**config.mk**
```make
export PLATFORM = sky130hd
export DESIGN_NAME = e203_exu_flush_ctrl_flat
export DESIGN_NICKNAME = d
export VERILOG_FILES = /design/src/rtl/e203_exu_flush_ctrl_if.sv /design/src/rtl/e203_exu_flush_ctrl.sv /design/src/flat_wrapper.sv
export SDC_FILE = /design/constraint.sdc
export NUM_CORES = 1
export LEC_CHECK = 0
export CAP_MARGIN = 20
export CORE_MARGIN = 2
export CORE_UTILIZATION = 26
export DETAILED_ROUTE_END_ITERATION = 8
export MAX_ROUTING_LAYER = met4
export SLEW_MARGIN = 25
export SYNTH_ARGS = -nofsm -noshare
export SYNTH_HDL_FRONTEND = slang
export SYNTH_SLANG_ARGS = --single-unit
```
**constraint.sdc**
```tcl
create_clock -name clk -period 4.3 [get_ports clk]
set_input_delay 0.86 -clock clk [delete_from_list [all_inputs] [get_ports clk]]
set_output_delay 0.86 -clock clk [all_outputs]
set_load 0.05 [all_outputs]
```
**src/rtl/e203_exu_flush_ctrl_if.sv**
```systemverilog
// Flush handshake bundle between the commit sources (exception/branch), the flush controller and the IFU.
// The pipe_flush_pc signal exists only when E203_FLUSH_PC_PRECALC_EN is defined.
interface e203_exu_flush_ctrl_if #(
    parameter int PC_SIZE = 32
);
    logic               excp_flush_req;
    logic [PC_SIZE-1:0] excp_flush_add_op1;
    logic [PC_SIZE-1:0] excp_flush_add_op2;
    logic               excp_flush_ack;

    logic               brch_flush_req;
    logic [PC_SIZE-1:0] brch_flush_add_op1;
    logic [PC_SIZE-1:0] brch_flush_add_op2;
    logic               brch_flush_ack;

    // valid/ready: a source holds *_req and its operands until the matching *_ack is seen high
    // at a rising edge; the controller holds pipe_flush_req and operands until pipe_flush_ack.
    logic               pipe_flush_req;
    logic               pipe_flush_ack;
    logic [PC_SIZE-1:0] pipe_flush_add_op1;
    logic [PC_SIZE-1:0] pipe_flush_add_op2;
    logic               pipe_flush_src;
    logic               flush_busy;
`ifdef E203_FLUSH_PC_PRECALC_EN
    logic [PC_SIZE-1:0] pipe_flush_pc;
`endif

    modport slave (
        input  excp_flush_req, excp_flush_add_op1, excp_flush_add_op2,
        output excp_flush_ack,
        input  brch_flush_req, brch_flush_add_op1, brch_flush_add_op2,
        output brch_flush_ack,
        input  pipe_flush_ack,
        output pipe_flush_req, pipe_flush_add_op1, pipe_flush_add_op2,
        output pipe_flush_src, flush_busy
`ifdef E203_FLUSH_PC_PRECALC_EN
        , output pipe_flush_pc
`endif
    );

    modport master (
        output excp_flush_req, excp_flush_add_op1, excp_flush_add_op2,
        input  excp_flush_ack,
        output brch_flush_req, brch_flush_add_op1, brch_flush_add_op2,
        input  brch_flush_ack,
        output pipe_flush_ack,
        input  pipe_flush_req, pipe_flush_add_op1, pipe_flush_add_op2,
        input  pipe_flush_src, flush_busy
`ifdef E203_FLUSH_PC_PRECALC_EN
        , input pipe_flush_pc
`endif
    );
endinterface

```
**src/rtl/e203_exu_flush_ctrl.sv**
```systemverilog
// Arbitrates exception/branch flush requests into one registered IFU flush, followed by a FLUSH_GAP idle window.
// Optional E203_FLUSH_PC_PRECALC_EN adds a registered op1+op2 target on pipe_flush_pc.
module e203_exu_flush_ctrl #(
    parameter int PC_SIZE   = 32,
    parameter int FLUSH_GAP = 2
) (
    input  logic                  clk,
    input  logic                  rst_n,
    e203_exu_flush_ctrl_if.slave  flush_if,
    output logic [1:0]            dbg_state_o
);

    typedef enum logic [1:0] {
        ST_IDLE = 2'd0,
        ST_PEND = 2'd1,
        ST_GAP  = 2'd2
    } state_t;

    localparam logic [3:0] GAP_LOAD = (FLUSH_GAP > 0) ? 4'(FLUSH_GAP - 1) : 4'd0;

    state_t             state_q, state_d;
    logic [3:0]         gap_cnt_q, gap_cnt_d;
    logic [PC_SIZE-1:0] op1_q, op2_q;
    logic               src_q;
    logic               excp_ack, brch_ack, cap_en;
    logic [PC_SIZE-1:0] cap_op1, cap_op2;

    always_comb begin
        state_d   = state_q;
        gap_cnt_d = gap_cnt_q;
        excp_ack  = 1'b0;
        brch_ack  = 1'b0;
        cap_en    = 1'b0;
        cap_op1   = flush_if.excp_flush_req ? flush_if.excp_flush_add_op1 : flush_if.brch_flush_add_op1;
        cap_op2   = flush_if.excp_flush_req ? flush_if.excp_flush_add_op2 : flush_if.brch_flush_add_op2;
        case (state_q)
            ST_IDLE: begin
                // Exceptions always win; a simultaneous branch request stays pending.
                if (flush_if.excp_flush_req) begin
                    excp_ack = 1'b1;
                    cap_en   = 1'b1;
                    state_d  = ST_PEND;
                end else if (flush_if.brch_flush_req) begin
                    brch_ack = 1'b1;
                    cap_en   = 1'b1;
                    state_d  = ST_PEND;
                end
            end
            ST_PEND: begin
                if (flush_if.pipe_flush_ack) begin
                    if (FLUSH_GAP == 0) begin
                        state_d = ST_IDLE;
                    end else begin
                        gap_cnt_d = GAP_LOAD;
                        state_d   = ST_GAP;
                    end
                end
            end
            ST_GAP: begin
                if (gap_cnt_q == 4'd0) begin
                    state_d = ST_IDLE;
                end else begin
                    gap_cnt_d = gap_cnt_q - 4'd1;
                end
            end
            default: state_d = ST_IDLE;
        endcase
        // Nothing is accepted while reset is asserted.
        if (!rst_n) begin
            excp_ack = 1'b0;
            brch_ack = 1'b0;
            cap_en   = 1'b0;
        end
    end

    always_ff @(posedge clk) begin
        if (!rst_n) begin
            state_q   <= ST_IDLE;
            gap_cnt_q <= 4'd0;
            op1_q     <= '0;
            op2_q     <= '0;
            src_q     <= 1'b0;
        end else begin
            state_q   <= state_d;
            gap_cnt_q <= gap_cnt_d;
            if (cap_en) begin
                op1_q <= cap_op1;
                op2_q <= cap_op2;
                src_q <= excp_ack;
            end
        end
    end

`ifdef E203_FLUSH_PC_PRECALC_EN
    logic [PC_SIZE-1:0] pc_q;

    // Carry out of the add is dropped: the target wraps modulo 2^PC_SIZE.
    always_ff @(posedge clk) begin
        if (!rst_n) begin
            pc_q <= '0;
        end else if (cap_en) begin
            pc_q <= cap_op1 + cap_op2;
        end
    end

    assign flush_if.pipe_flush_pc = pc_q;
`endif

    assign flush_if.excp_flush_ack     = excp_ack;
    assign flush_if.brch_flush_ack     = brch_ack;
    assign flush_if.pipe_flush_req     = (state_q == ST_PEND);
    assign flush_if.pipe_flush_add_op1 = op1_q;
    assign flush_if.pipe_flush_add_op2 = op2_q;
    assign flush_if.pipe_flush_src     = src_q;
    assign flush_if.flush_busy         = (state_q != ST_IDLE);
    assign dbg_state_o                 = state_q;

endmodule

```
**src/flat_wrapper.sv**
```systemverilog
// flat-port wrapper written by rule: the top's interface ports become plain ports
module e203_exu_flush_ctrl_flat 
#(
    parameter int PC_SIZE   = 32,
    parameter int FLUSH_GAP = 2
)
  (clk, rst_n, dbg_state_o, flush_if_excp_flush_req, flush_if_excp_flush_add_op1, flush_if_excp_flush_add_op2, flush_if_excp_flush_ack, flush_if_brch_flush_req, flush_if_brch_flush_add_op1, flush_if_brch_flush_add_op2, flush_if_brch_flush_ack, flush_if_pipe_flush_ack, flush_if_pipe_flush_req, flush_if_pipe_flush_add_op1, flush_if_pipe_flush_add_op2, flush_if_pipe_flush_src, flush_if_flush_busy);
  e203_exu_flush_ctrl_if #(.PC_SIZE(PC_SIZE)) flush_if_i ();
  input  logic clk;
  input  logic rst_n;
  output logic [1:0] dbg_state_o;
  input wire logic [$bits(flush_if_i.excp_flush_req)-1:0] flush_if_excp_flush_req;
  input wire logic [$bits(flush_if_i.excp_flush_add_op1)-1:0] flush_if_excp_flush_add_op1;
  input wire logic [$bits(flush_if_i.excp_flush_add_op2)-1:0] flush_if_excp_flush_add_op2;
  output wire logic [$bits(flush_if_i.excp_flush_ack)-1:0] flush_if_excp_flush_ack;
  input wire logic [$bits(flush_if_i.brch_flush_req)-1:0] flush_if_brch_flush_req;
  input wire logic [$bits(flush_if_i.brch_flush_add_op1)-1:0] flush_if_brch_flush_add_op1;
  input wire logic [$bits(flush_if_i.brch_flush_add_op2)-1:0] flush_if_brch_flush_add_op2;
  output wire logic [$bits(flush_if_i.brch_flush_ack)-1:0] flush_if_brch_flush_ack;
  input wire logic [$bits(flush_if_i.pipe_flush_ack)-1:0] flush_if_pipe_flush_ack;
  output wire logic [$bits(flush_if_i.pipe_flush_req)-1:0] flush_if_pipe_flush_req;
  output wire logic [$bits(flush_if_i.pipe_flush_add_op1)-1:0] flush_if_pipe_flush_add_op1;
  output wire logic [$bits(flush_if_i.pipe_flush_add_op2)-1:0] flush_if_pipe_flush_add_op2;
  output wire logic [$bits(flush_if_i.pipe_flush_src)-1:0] flush_if_pipe_flush_src;
  output wire logic [$bits(flush_if_i.flush_busy)-1:0] flush_if_flush_busy;
  assign flush_if_i.excp_flush_req = flush_if_excp_flush_req;
  assign flush_if_i.excp_flush_add_op1 = flush_if_excp_flush_add_op1;
  assign flush_if_i.excp_flush_add_op2 = flush_if_excp_flush_add_op2;
  assign flush_if_excp_flush_ack = flush_if_i.excp_flush_ack;
  assign flush_if_i.brch_flush_req = flush_if_brch_flush_req;
  assign flush_if_i.brch_flush_add_op1 = flush_if_brch_flush_add_op1;
  assign flush_if_i.brch_flush_add_op2 = flush_if_brch_flush_add_op2;
  assign flush_if_brch_flush_ack = flush_if_i.brch_flush_ack;
  assign flush_if_i.pipe_flush_ack = flush_if_pipe_flush_ack;
  assign flush_if_pipe_flush_req = flush_if_i.pipe_flush_req;
  assign flush_if_pipe_flush_add_op1 = flush_if_i.pipe_flush_add_op1;
  assign flush_if_pipe_flush_add_op2 = flush_if_i.pipe_flush_add_op2;
  assign flush_if_pipe_flush_src = flush_if_i.pipe_flush_src;
  assign flush_if_flush_busy = flush_if_i.flush_busy;
  e203_exu_flush_ctrl #(.PC_SIZE(PC_SIZE), .FLUSH_GAP(FLUSH_GAP)) u_core (.clk(clk), .rst_n(rst_n), .flush_if(flush_if_i), .dbg_state_o(dbg_state_o));
endmodule
```
# Word level (Yosys, flattened, before mapping)

Index checks and enable logic that the tools add are counted.
W data, S select, Z words.

Add/subtract/negate cells: 1
Equality and inequality tests: 6
Muxes and demuxes: 20
Reductions and logical operators: 6

Operators with widths:

| operator              | number |
|---|---|
| $mux W32              | 2 |
| $mux W1               | 10 |
| $mux W2               | 4 |
| $mux W4               | 2 |
| $pmux W4 S2           | 1 |
| $pmux W2 S3           | 1 |
| $reduce_and A3 Y1     | 2 |
| $logic_not A4 Y1      | 1 |
| $ne A2 B2 Y1 const B  | 2 |
| $reduce_bool A2 Y1    | 2 |
| $sub A4 B1 Y4 const B | 1 |
| $ne A3 B3 Y1 const B  | 1 |
| $eq A2 B1 Y1 const B  | 1 |
| $eq A2 B2 Y1 const B  | 1 |
| $logic_not A2 Y1      | 1 |
| $ne A2 B1 Y1 const B  | 1 |

Flip-flop bits (word level): 71
Input bits: 133
Output and inout bits: 71
Logic and storage cells: 38

# Longest topological paths before layout

Gate-level depths: netlist of run 1.

Depth in word-level cells: 4
Gate-level depth with buffers: 7
Gate-level depth less buffers: 5

# Least setup slack after synthesis of run 1

No wires, ideal clock.

Path kind: input to output
From: input flush_if_excp_flush_req
To: output flush_if_brch_flush_ack
Arrival time: 1.859 ns
Required time: 3.440 ns
Path slack: 1.581 ns
Stages: 4
Buffers on the path: 3
Cells stage by stage: buf_6 > buf_12 > clkbuf_4 > and4b_1

Word-level cells in the longest chain between the ends: 3

RTL lines:

| item        | line                      | text |
|---|---|---|
| from (decl) | flat_wrapper.sv:12        | `input wire logic [$bits(flush_if_i.excp_flush_req)-1:0] flush_if_excp_flush_req;` |
| $mux W1     | e203_exu_flush_ctrl.sv:39 | `if (flush_if.excp_flush_req) begin` |
| $mux W1     | e203_exu_flush_ctrl.sv:36 | `case (state_q)` |
| $mux W1     | e203_exu_flush_ctrl.sv:69 | `if (!rst_n) begin` |
| to (decl)   | flat_wrapper.sv:19        | `output wire logic [$bits(flush_if_i.brch_flush_ack)-1:0] flush_if_brch_flush_ack;` |

Every way passes these cells.

# Worst setup path in the final report of run 1

From: input rst_n
To: output flush_if_brch_flush_ack

Word-level cells in the longest chain between the ends: 1

RTL lines:

| item        | line                      | text |
|---|---|---|
| from (decl) | flat_wrapper.sv:10        | `input logic rst_n;` |
| $mux W1     | e203_exu_flush_ctrl.sv:69 |  |

Every way passes these cells.

==> flow_summary_export.csv, run 1 <==
group,metric,value,unit
run_status,status,"finished, final reports clean",
sta,fin_crit,3.54,ns
synthesis,synth_mux_area_share,18.0,%
global_routing,antenna_found_initial,0,
floorplan,die_w,124,um
synthesis,netlist_instances,342,
synthesis,synth_xor_area_share,0,%
worst_setup_path,path_cells,"clkdlybuf4s50_1, and4b_1, clkdlybuf4s50_1",
synthesis,synth.net_count,482,
worst_setup_path,critPathLaunchType,"input port",
power,p_leak,2.28,nW
clock_tree,cts_buffer_depth,2,
power,power.switching,1.45,mW
sta,setup_violations,0,
synthesis,synth_cell_types,35,
floorplan,rows,43,
clock_tree,postCtsSetupBuffers,0,
sta,max_freq,0.282,GHz
final_layout,num-fill-cells,1355,
sta,hold_ws,0.503,ns
drt,drc,0,
place,place_area,5790,um2
floorplan,dieArea,15300,um2
clock_tree,numCtsBuffers,9,
power,comb_power_share,52.5,%
drt,drt_wl_total,10200,um
worst_setup_path,critical_path.top_delay_family,"buffers and inverters",
sta,rsz0062_at_grt,"no",
floorplan,initial_core_util,26.7,%
global_routing,grt_usage,13.2,%
worst_hold_path,hp-start,"u_core.flush_if.pipe_flush_src$_SDFFE_PN0P_",
global_routing,grt_pass1_vias,3192,
final_layout,fin_nets,670,
sta,maxSlewViolCount,0,
final_layout,multi_input_area,2010,um2
clock_tree,clk_latency,0.33,ns
worst_setup_path,crit_type,"input port to output pin",
floorplan,core_area,13900,um2
worst_setup_path,critPathBufInv,2,
global_routing,grt_pass1_wl,15100,um
sta,fin_skew,0.00352,ns
power,swShare,43.5,%
power,intPower,1.88,mW
drt,drtIter0Drc,119,
drt,avgRoutedWirePerCell,14.3,um
synthesis,synth-seq-area-share,38.2,%
synthesis,synth_seq_cells,71,
clock_tree,clockRootBuffer,"clkbuf_16",
place,place_hpwl,7730,um
synthesis,synth_area_per_cell,10.9,um2
place,gp_congestion,0.808,
clock_tree,cts-resized-gates,0,
synthesis,synth_compound_area_share,23.8,%
final_layout,drive_above_1_share,15.9,%
power,ir_worst_vdd,0.302,mV
final_layout,stdcell_area,6060,um2
synthesis,synth-simple-area-share,9.88,%
worst_hold_path,hp-class,"register to register",
worst_setup_path,end_kind,"output pin",
clock_tree,cts_hold_buf,0,
final_layout,n_antenna_cell,0,
drt,drtPass1Iterations,4,
final_layout,synthToLayoutAreaGrowth,62.6,%
sta,period_share,82.3,%
sta,tns,0,ns
clock_tree,path_clk_slew,0.05,ns
worst_setup_path,cp-startpoint,"rst_n",
worst_setup_path,arrival,2.68,ns
job,maxCapViolCount,0,
worst_setup_path,max_stage_delay,0.80,ns
global_routing,grt_overflow,0,
worst_setup_path,crit-reg2reg-launch,"u_core.dbg_state_o[0]$_SDFFE_PN0P_",
final_layout,fin_util,43.5,%
drt,dr_total_vias,3253,
drt,routed_via_density,4.55,
power,seq_power_share,27.2,%
sta,tightestPinTransition,0.663,ns
worst_setup_path,required,3.44,ns
synthesis,synth_fa_ha_area_share,2.35,%
synthesis,synth_warnings,0,
power,total_power,3.33,mW
floorplan,die_height,124,um
global_routing,grt_max_degree,52,
worst_setup_path,critPathMaxFanout,13,
sta,finalHoldViolations,0,
drt,ant_nets,0,
synthesis,synth_top_family_by_area,"compound AO/OA/AOI/OAI gates",
final_layout,seq_area,1420,um2
sta,relSlewSlack,55.8,%
clock_tree,htree_levels,3,
worst_setup_path,crit_path_top_delay_cell,"clkdlybuf4s50_1",
synthesis,syn_area,3720,um2
place,port_buffers,203,
power,p_per_area,550,nW/um2
worst_setup_path,cp_common_cell,"clkdlybuf4s50_1",
power,pwr-share-clk,20.3,%
clock_tree,cts_tree,"yes",
clock_tree,cts_sinks,71,
floorplan,io_pins,204,
[cell families (layout without fill, tap and decap cells)]
| kind of cell | after synthesis | after routing |
|---|---|---|
| buf+inv | 38 | 231 |
| flops | 71 | 71 |
| simple gates | 86 | 86 |
| mux | 67 | 67 |
| fa+ha+maj | 7 | 7 |
| compound gates | 73 | 73 |
[state kept, by name, summed over array words and instances, names as in the netlist]
register                            flops
u_core.gap_cnt_q                        4
u_core.flush_if.pipe_flush_add_op1     32
u_core.flush_if.pipe_flush_add_op2     32
u_core.dbg_state_o                      2
u_core.flush_if.pipe_flush_src          1
[cells in the final DEF (no fill, tap or decap), types with 2 or more instances in the layout]
cell	instances
clkdlybuf4s50_1	202
dfxtp_1	71
mux2i_1	67
nor2_1	65
a211oi_2	64
clkbuf_16	9
nand2_1	8
inv_1	7
ha_1	7
clkinv_2	3
clkbuf_1	3
buf_12	3
and3_1	2
and4b_1	2
nand2b_1	2
buf_4	2
[final timing paths]
check	cells past startpoint	endpoint	slack (ns)
setup reg to reg	6	u_core.flush_if.pipe_flush_add_op1[4]$_SDFFE_PN0P_	2.13
setup / recovery	3	flush_if_brch_flush_ack	0.76
hold / removal	2	u_core.flush_if.pipe_flush_src$_SDFFE_PN0P_	0.50
hold reg to reg	2	u_core.flush_if.pipe_flush_src$_SDFFE_PN0P_	0.50
[power groups by stage]
stage	Combinational [mW]	Clock (mW)	Sequential [mW]
2_1_floorplan	0.730	0	1.44
3_3_place_gp	1.74	0	0.915
3_5_place_dp	1.77	0	0.920
4_1_cts	1.77	0.705	0.907
5_1_grt	1.86	0.737	0.928
6_report	1.75	0.675	0.905
[layout make-up]
type                       count  area share [%]
sequential                    71            23.5
clock inverter                 3           0.310
tap                          180            3.72
inverter                       8           0.516
multi-input combinational    233            33.2
clock buffer                  13            4.13
timing repair buffer         207            34.6
[cell usage after synthesis (all sizes together)]
cell type | number | area [um2]
and4b | 2 | 20.0
nand2b | 2 | 12.5
inv | 8 | 30.0
nand3b | 1 | 7.51
nand4bb | 1 | 11.3
a22oi | 1 | 7.51
or3 | 1 | 6.26
buf | 22 | 219
and3 | 2 | 12.5
a41o | 1 | 10.0
mux2i | 67 | 671
nand3 | 1 | 5.00
or2 | 1 | 6.26
clkbuf | 8 | 41.3
o21a | 1 | 7.51
o32ai | 1 | 8.76
o31ai | 1 | 7.51
dfxtp | 71 | 1420
nor3b | 1 | 7.51
ha | 7 | 87.6
a31oi | 1 | 6.26
nor2 | 65 | 244
nor3 | 1 | 5.00
o221a | 1 | 11.3
o211a | 2 | 27.5
nand2 | 8 | 30.0
a211oi | 64 | 801
[through the flow]
stage	setup WS [ns]	instances
2_1_floorplan	1.58	342
3_3_place_gp	0.772	699
3_5_place_dp	0.749	699
4_1_cts	0.746	715
5_1_grt	0.688	715
6_report	0.759	715
[tightest hold or removal path, cell delays in order, from the launching register on]
cell and delay [ns]:
dfxtp_1 0.33, a22oi_1 0.07, nor2_1 0.07
[per-layer routing]
metal	routed length (um)	global-route usage [%]	share of wire [%]	vias up
met4	157	4.62	1.5	0
li1	-	-	-	1611
met1	3820	13.3	37	1500
met2	5300	23.8	52	130
met3	942	4.58	9.2	12
met5	0	-	0	-
No activity file was read; power rests on OpenSTA's default activity.
==> run 2: changes to the inputs <==
==> constraint.sdc (replaced) <==
create_clock -name clk -period 3.7 [get_ports clk]
set_input_delay 0.74 -clock clk [delete_from_list [all_inputs] [get_ports clk]]
set_output_delay 0.74 -clock clk [all_outputs]
set_load 0.05 [all_outputs]
==> run 2 against run 1 <==
Compared with the run above:
- wire length down 3.5%
- clock-buffer cell count unchanged
- die area unchanged
- utilization down 0.12 points
- critical path type unchanged
- design area down 0.27%
- sequential power up 16%
- register-to-register slack worse by 0.39 ns
- critical path depth unchanged
- worst hold slack worse by 0.026 ns
- highest routed layer unchanged
- global-route usage down 0.50 points
- sequential share of layout area up 0.063 points
- total power up 16%
- largest cell class unchanged
==> flow_summary_export.csv, run 2 (same netlist as run 1, synthesis figures left out) <==
group,metric,value,unit
run_status,status,"finished, final reports clean",
worst_setup_path,end_kind,"output pin",
sta,maxSlewViolCount,0,
sta,relSlewSlack,42.2,%
worst_setup_path,required,2.96,ns
clock_tree,path_clk_slew,0.05,ns
worst_setup_path,r2r_setup_slack,1.74,ns
place,pre_cts_ws,0.603,ns
power,total_power,3.85,mW
clock_tree,postCtsSetupBuffers,0,
worst_setup_path,cp-startpoint,"flush_if_brch_flush_req",
clock_tree,cts_hold_buf,0,
final_layout,mostFrequentLayoutCells,"202 x clkdlybuf4s50_1, 71 x dfxtp_1, 67 x mux2i_1",
sta,rsz0062_at_grt,"no",
final_layout,fin_util,43.4,%
floorplan,core_area,13900,um2
floorplan,die_height,124,um
clock_tree,cts_tree,"yes",
floorplan,die_w,124,um
drt,drc,0,
floorplan,rows,43,
power,p_per_area,637,nW/um2
power,ir_worst_vdd,0.328,mV
clock_tree,clockRootBuffer,"clkbuf_16",
worst_hold_path,hp-class,"register to register",
drt,drtIter0Drc,118,
sta,tightestPinTransition,0.867,ns
global_routing,grt_pass1_vias,3020,
worst_setup_path,rr_worst_depth,6,
drt,drt_wl_total,9870,um
floorplan,io_pins,204,
sta,max_freq,0.331,GHz
worst_setup_path,crit_type,"input port to output pin",
sta,worst_slack,0.682,ns
worst_setup_path,cp-endpoint,"flush_if_brch_flush_ack",
clock_tree,cts-resized-gates,0,
place,gp_congestion,0.752,
drt,drtPass1Iterations,4,
clock_tree,cts_buffer_depth,2,
sta,finalHoldViolations,0,
floorplan,dieArea,15300,um2
job,maxCapViolCount,0,
worst_setup_path,rr_endpoint,"u_core.flush_if.pipe_flush_add_op1[28]$_SDFFE_PN0P_",
drt,avgRoutedWirePerCell,13.8,um
final_layout,layout_commonest_cell,"clkdlybuf4s50_1",
worst_setup_path,crit-reg2reg-launch,"u_core.dbg_state_o[1]$_SDFFE_PN0P_",
sta,fin_crit,3.02,ns
worst_setup_path,critPathLaunchType,"input port",
place,place_hpwl,7410,um
place,port_buffers,203,
global_routing,grt_overflow,0,
clock_tree,clk_latency,0.33,ns
clock_tree,cts_sinks,71,
clock_tree,htree_levels,3,
drt,ant_nets,0,
floorplan,initial_core_util,26.7,%
global_routing,antenna_found_initial,0,
clock_tree,numCtsBuffers,9,
final_layout,fin_nets,670,
sta,setup_violations,0,
worst_setup_path,arrival,2.28,ns
final_layout,synthToLayoutAreaGrowth,62.2,%
final_layout,n_antenna_cell,0,
power,p_leak,2.28,nW
final_layout,drive_above_1_share,15.8,%
global_routing,grt_max_degree,129,
drt,routed_via_density,4.43,
sta,fin_skew,0.00462,ns
global_routing,grt_usage,12.7,%
drt,dr_total_vias,3162,
worst_setup_path,critPathMaxFanout,4,
sta,period_share,81.6,%
global_routing,grt_pass1_wl,14500,um
sta,tns,0,ns
## run 2: cell types whose count changed in the layout (fill, tap and decap cells not counted), sizes merged
cell    before  now
clkinv       4    2
## run 2: worst min-delay path by stage
stage,cells after the start,to,startpoint,slack [ns]
3_5_place_dp,2,u_core.gap_cnt_q[1]$_SDFFE_PN0P_,u_core.gap_cnt_q[1]$_SDFFE_PN0P_,0.47
4_1_cts,2,u_core.gap_cnt_q[1]$_SDFFE_PN0P_,u_core.gap_cnt_q[1]$_SDFFE_PN0P_,0.48
3_3_place_gp,2,u_core.gap_cnt_q[1]$_SDFFE_PN0P_,u_core.gap_cnt_q[1]$_SDFFE_PN0P_,0.46
5_1_grt,2,u_core.gap_cnt_q[1]$_SDFFE_PN0P_,u_core.gap_cnt_q[1]$_SDFFE_PN0P_,0.52
2_1_floorplan,2,u_core.gap_cnt_q[1]$_SDFFE_PN0P_,u_core.gap_cnt_q[1]$_SDFFE_PN0P_,0.45
6_report,2,u_core.gap_cnt_q[1]$_SDFFE_PN0P_,u_core.gap_cnt_q[1]$_SDFFE_PN0P_,0.48
## run 2: per-layer routing
layer | share of wire, % | up-vias | track usage, %
met5 | 0 | - | -
met4 | 1.9 | 0 | 5.47
met3 | 9.7 | 15 | 3.80
met2 | 49 | 126 | 22.0
met1 | 39 | 1415 | 13.4
li1 | - | 1606 | -
## run 2: per-stage QoR
step	area, um2	hold slack [ns]	std cells
2_1_floorplan	3720	0.451	342
3_3_place_gp	5780	0.463	699
3_5_place_dp	5780	0.475	699
4_1_cts	6040	0.483	713
5_1_grt	6040	0.517	713
6_report	6040	0.477	713
## run 2: critical path: stages
cell and delay [ns]:
clkdlybuf4s50_1 0.54, and4b_1 0.20, clkdlybuf4s50_1 0.79
## run 2: report_power, final
| part | switching [mW] | total [mW] | leakage [nW] | internal [mW] |
|---|---|---|---|---|
| Combinational | 1.26 | 2.01 | 1.56 | 0.753 |
| Clock | 0.299 | 0.781 | 0.132 | 0.482 |
| Sequential | 0.0988 | 1.05 | 0.586 | 0.953 |
## run 2: cell type report
| type | count | area, um2 |
|---|---|---|
| Fill cell | 1336 | 7890 |
| Timing Repair Buffer | 207 | 2080 |
| Multi-Input combinational cell | 233 | 2010 |
| Sequential cell | 71 | 1420 |
| Clock buffer | 13 | 260 |
| Tap cell | 180 | 225 |
| Inverter | 8 | 31.3 |
| Clock inverter | 1 | 5.00 |
==> run 3: changes to the inputs <==
==> constraint.sdc (replaced) <==
create_clock -name clk -period 2.9 [get_ports clk]
set_input_delay 0.58 -clock clk [delete_from_list [all_inputs] [get_ports clk]]
set_output_delay 0.58 -clock clk [all_outputs]
set_load 0.05 [all_outputs]
==> run 3 against run 2 <==
Compared with the run above:
- clock-buffer cell count increased by 1
- largest power group unchanged
- worst hold slack improved by 0.015 ns
- sequential share of layout area decreased by 0.20 points
- flip-flop and latch count unchanged
- clock power increased by 25%
- via count increased by 0.79%
- critical path depth increased by 1
- sequential power increased by 28%
- worst setup slack got worse by 0.38 ns
==> flow_summary_export.csv, run 3 (same netlist as run 1, synthesis figures left out) <==
group,metric,value,unit
drt,drtPass1Iterations,4,
clock_tree,path_clk_slew,0.05,ns
floorplan,die_w,124,um
place,gp_congestion,0.791,
power,ir_worst_vdd,0.261,mV
clock_tree,cts_hold_buf,0,
sta,tns,0,ns
power,p_leak,2.30,nW
clock_tree,cts_buffer_depth,2,
drt,drtIter0Drc,117,
power,total_power,4.93,mW
sta,max_freq,0.385,GHz
floorplan,rows,43,
drt,ant_nets,0,
final_layout,synthToLayoutAreaGrowth,63.6,%
clock_tree,postCtsSetupBuffers,0,
worst_hold_path,hp-class,"register to register",
worst_setup_path,rr_worst_depth,6,
floorplan,dieArea,15300,um2
final_layout,drive_above_1_share,16.4,%
final_layout,mostFrequentLayoutCells,"200 x clkdlybuf4s50_1, 71 x dfxtp_1, 67 x mux2i_1",
worst_setup_path,arrival,2.01,ns
worst_setup_path,cp_common_cell,"inv_1",
place,place_hpwl,7780,um
worst_setup_path,crit_type,"register to output pin",
worst_setup_path,critPathMaxFanout,6,
drt,drt_wl_total,10300,um
worst_setup_path,critical_path.top_delay_family,"buffers and inverters",
worst_setup_path,critPathLaunchType,"register",
final_layout,num-fill-cells,1350,
worst_setup_path,max_stage_delay,0.81,ns
drt,dr_total_vias,3187,
worst_setup_path,end_kind,"output pin",
sta,setup_violations,0,
clock_tree,cts_tree,"yes",
sta,maxSlewViolCount,0,
drt,routed_via_density,4.44,
floorplan,initial_core_util,26.7,%
drt,drc,0,
place,pre_cts_ws,0.589,ns
worst_setup_path,crit-reg2reg-launch,"u_core.dbg_state_o[1]$_SDFFE_PN0P_",
clock_tree,htree_levels,3,
drt,avgRoutedWirePerCell,14.3,um
sta,finalHoldViolations,0,
clock_tree,numCtsBuffers,9,
floorplan,io_pins,204,
final_layout,fin_nets,673,
sta,rsz0062_at_grt,"no",
clock_tree,cts_sinks,71,
run_status,status,"finished, final reports clean",
worst_setup_path,r2r_setup_slack,1.21,ns
global_routing,antenna_found_initial,1,
sta,relSlewSlack,62.8,%
worst_setup_path,critPathBufInv,3,
worst_setup_path,path_cells,"inv_1, ha_1, inv_1, clkdlybuf4s50_1",
sta,fin_crit,2.59,ns
sta,tightestPinTransition,0.557,ns
final_layout,layout_commonest_cell,"clkdlybuf4s50_1",
sta,fin_skew,0.00309,ns
final_layout,stdcell_area,6090,um2
sta,period_share,89.5,%
worst_hold_path,min_to,"u_core.gap_cnt_q[1]$_SDFFE_PN0P_",
global_routing,grt_overflow,0,
global_routing,grt_max_degree,67,
place,place_area,5830,um2
final_layout,fin_util,43.7,%
power,p_per_area,809,nW/um2
worst_setup_path,rr_endpoint,"u_core.flush_if.pipe_flush_add_op2[29]$_SDFFE_PN0P_",
floorplan,die_height,124,um
clock_tree,clk_latency,0.32,ns
global_routing,grt_usage,13.1,%
worst_setup_path,crit_path_top_delay_cell,"clkdlybuf4s50_1",
worst_hold_path,hp-start,"u_core.gap_cnt_q[1]$_SDFFE_PN0P_",
worst_hold_path,hold_depth,2,
clock_tree,clockRootBuffer,"clkbuf_16",
floorplan,core_area,13900,um2
global_routing,grt_pass1_vias,3039,
global_routing,grt_pass1_wl,15000,um
clock_tree,cts-resized-gates,0,
place,port_buffers,203,
job,maxCapViolCount,0,
sta,worst_slack,0.305,ns
worst_setup_path,required,2.32,ns
-- run 3: cell type report --
type / count / area, um2 / share of cell area (%)
clock buffers: 14 / 254 / 4.17
clock inverters: 1 / 5.00 / 0.0822
well taps: 180 / 225 / 3.70
inverters: 8 / 31.3 / 0.513
repair buffers: 210 / 2140 / 35.1
flip-flops and latches: 71 / 1420 / 23.3
diodes: 1 / 2.50 / 0.0411
multi-input cells: 233 / 2010 / 33.0
-- run 3: worst register-to-register path, cell delays in order (launching register included) --
cell and delay, ns:
dfxtp_1 0.34, inv_1 0.13, ha_1 0.28, o211a_4 0.23, buf_12 0.30, nor2_1 0.14, a211oi_2 0.20
-- run 3: how the worst max path moves through the flow --
stage / start / end / slack, ns / depth (start not counted)
finish: u_core.dbg_state_o[0]$_SDFFE_PN0P_ / flush_if_flush_busy / 0.31 / 4
global route: u_core.dbg_state_o[1]$_SDFFE_PN0P_ / flush_if_flush_busy / 0.19 / 4
CTS: u_core.dbg_state_o[0]$_SDFFE_PN0P_ / flush_if_flush_busy / 0.28 / 4
detailed placement: rst_n / u_core.flush_if.pipe_flush_add_op2[29]$_SDFFE_PN0P_ / 0.59 / 6
global placement: rst_n / u_core.flush_if.pipe_flush_add_op1[20]$_SDFFE_PN0P_ / 0.65 / 6
floorplan: flush_if_excp_flush_req / flush_if_brch_flush_ack / 0.74 / 4
-- run 3: per-stage QoR --
stage / cells / hold slack, ns
final: 718 / 0.492
after global routing: 718 / 0.507
after CTS: 717 / 0.500
after detailed placement: 702 / 0.488
after global placement: 702 / 0.470
after floorplan: 342 / 0.451
-- run 3: report_power, final --
group	switching [mW]	internal [mW]	total (mW)
clock network	0.378	0.597	0.974
registers	0.127	1.22	1.34
logic	1.63	0.986	2.61
total	2.13	2.80	4.93
-- run 3: layer usage --
layer  global-route usage [%]  share of wire (%)  vias to the layer above
met3                     3.39                8.0                       11
met5                        -                  0                        -
met1                     14.6                 40                     1450
li1                         -                  -                     1615
met2                     22.5                 50                      111
met4                     4.90                1.3                        0
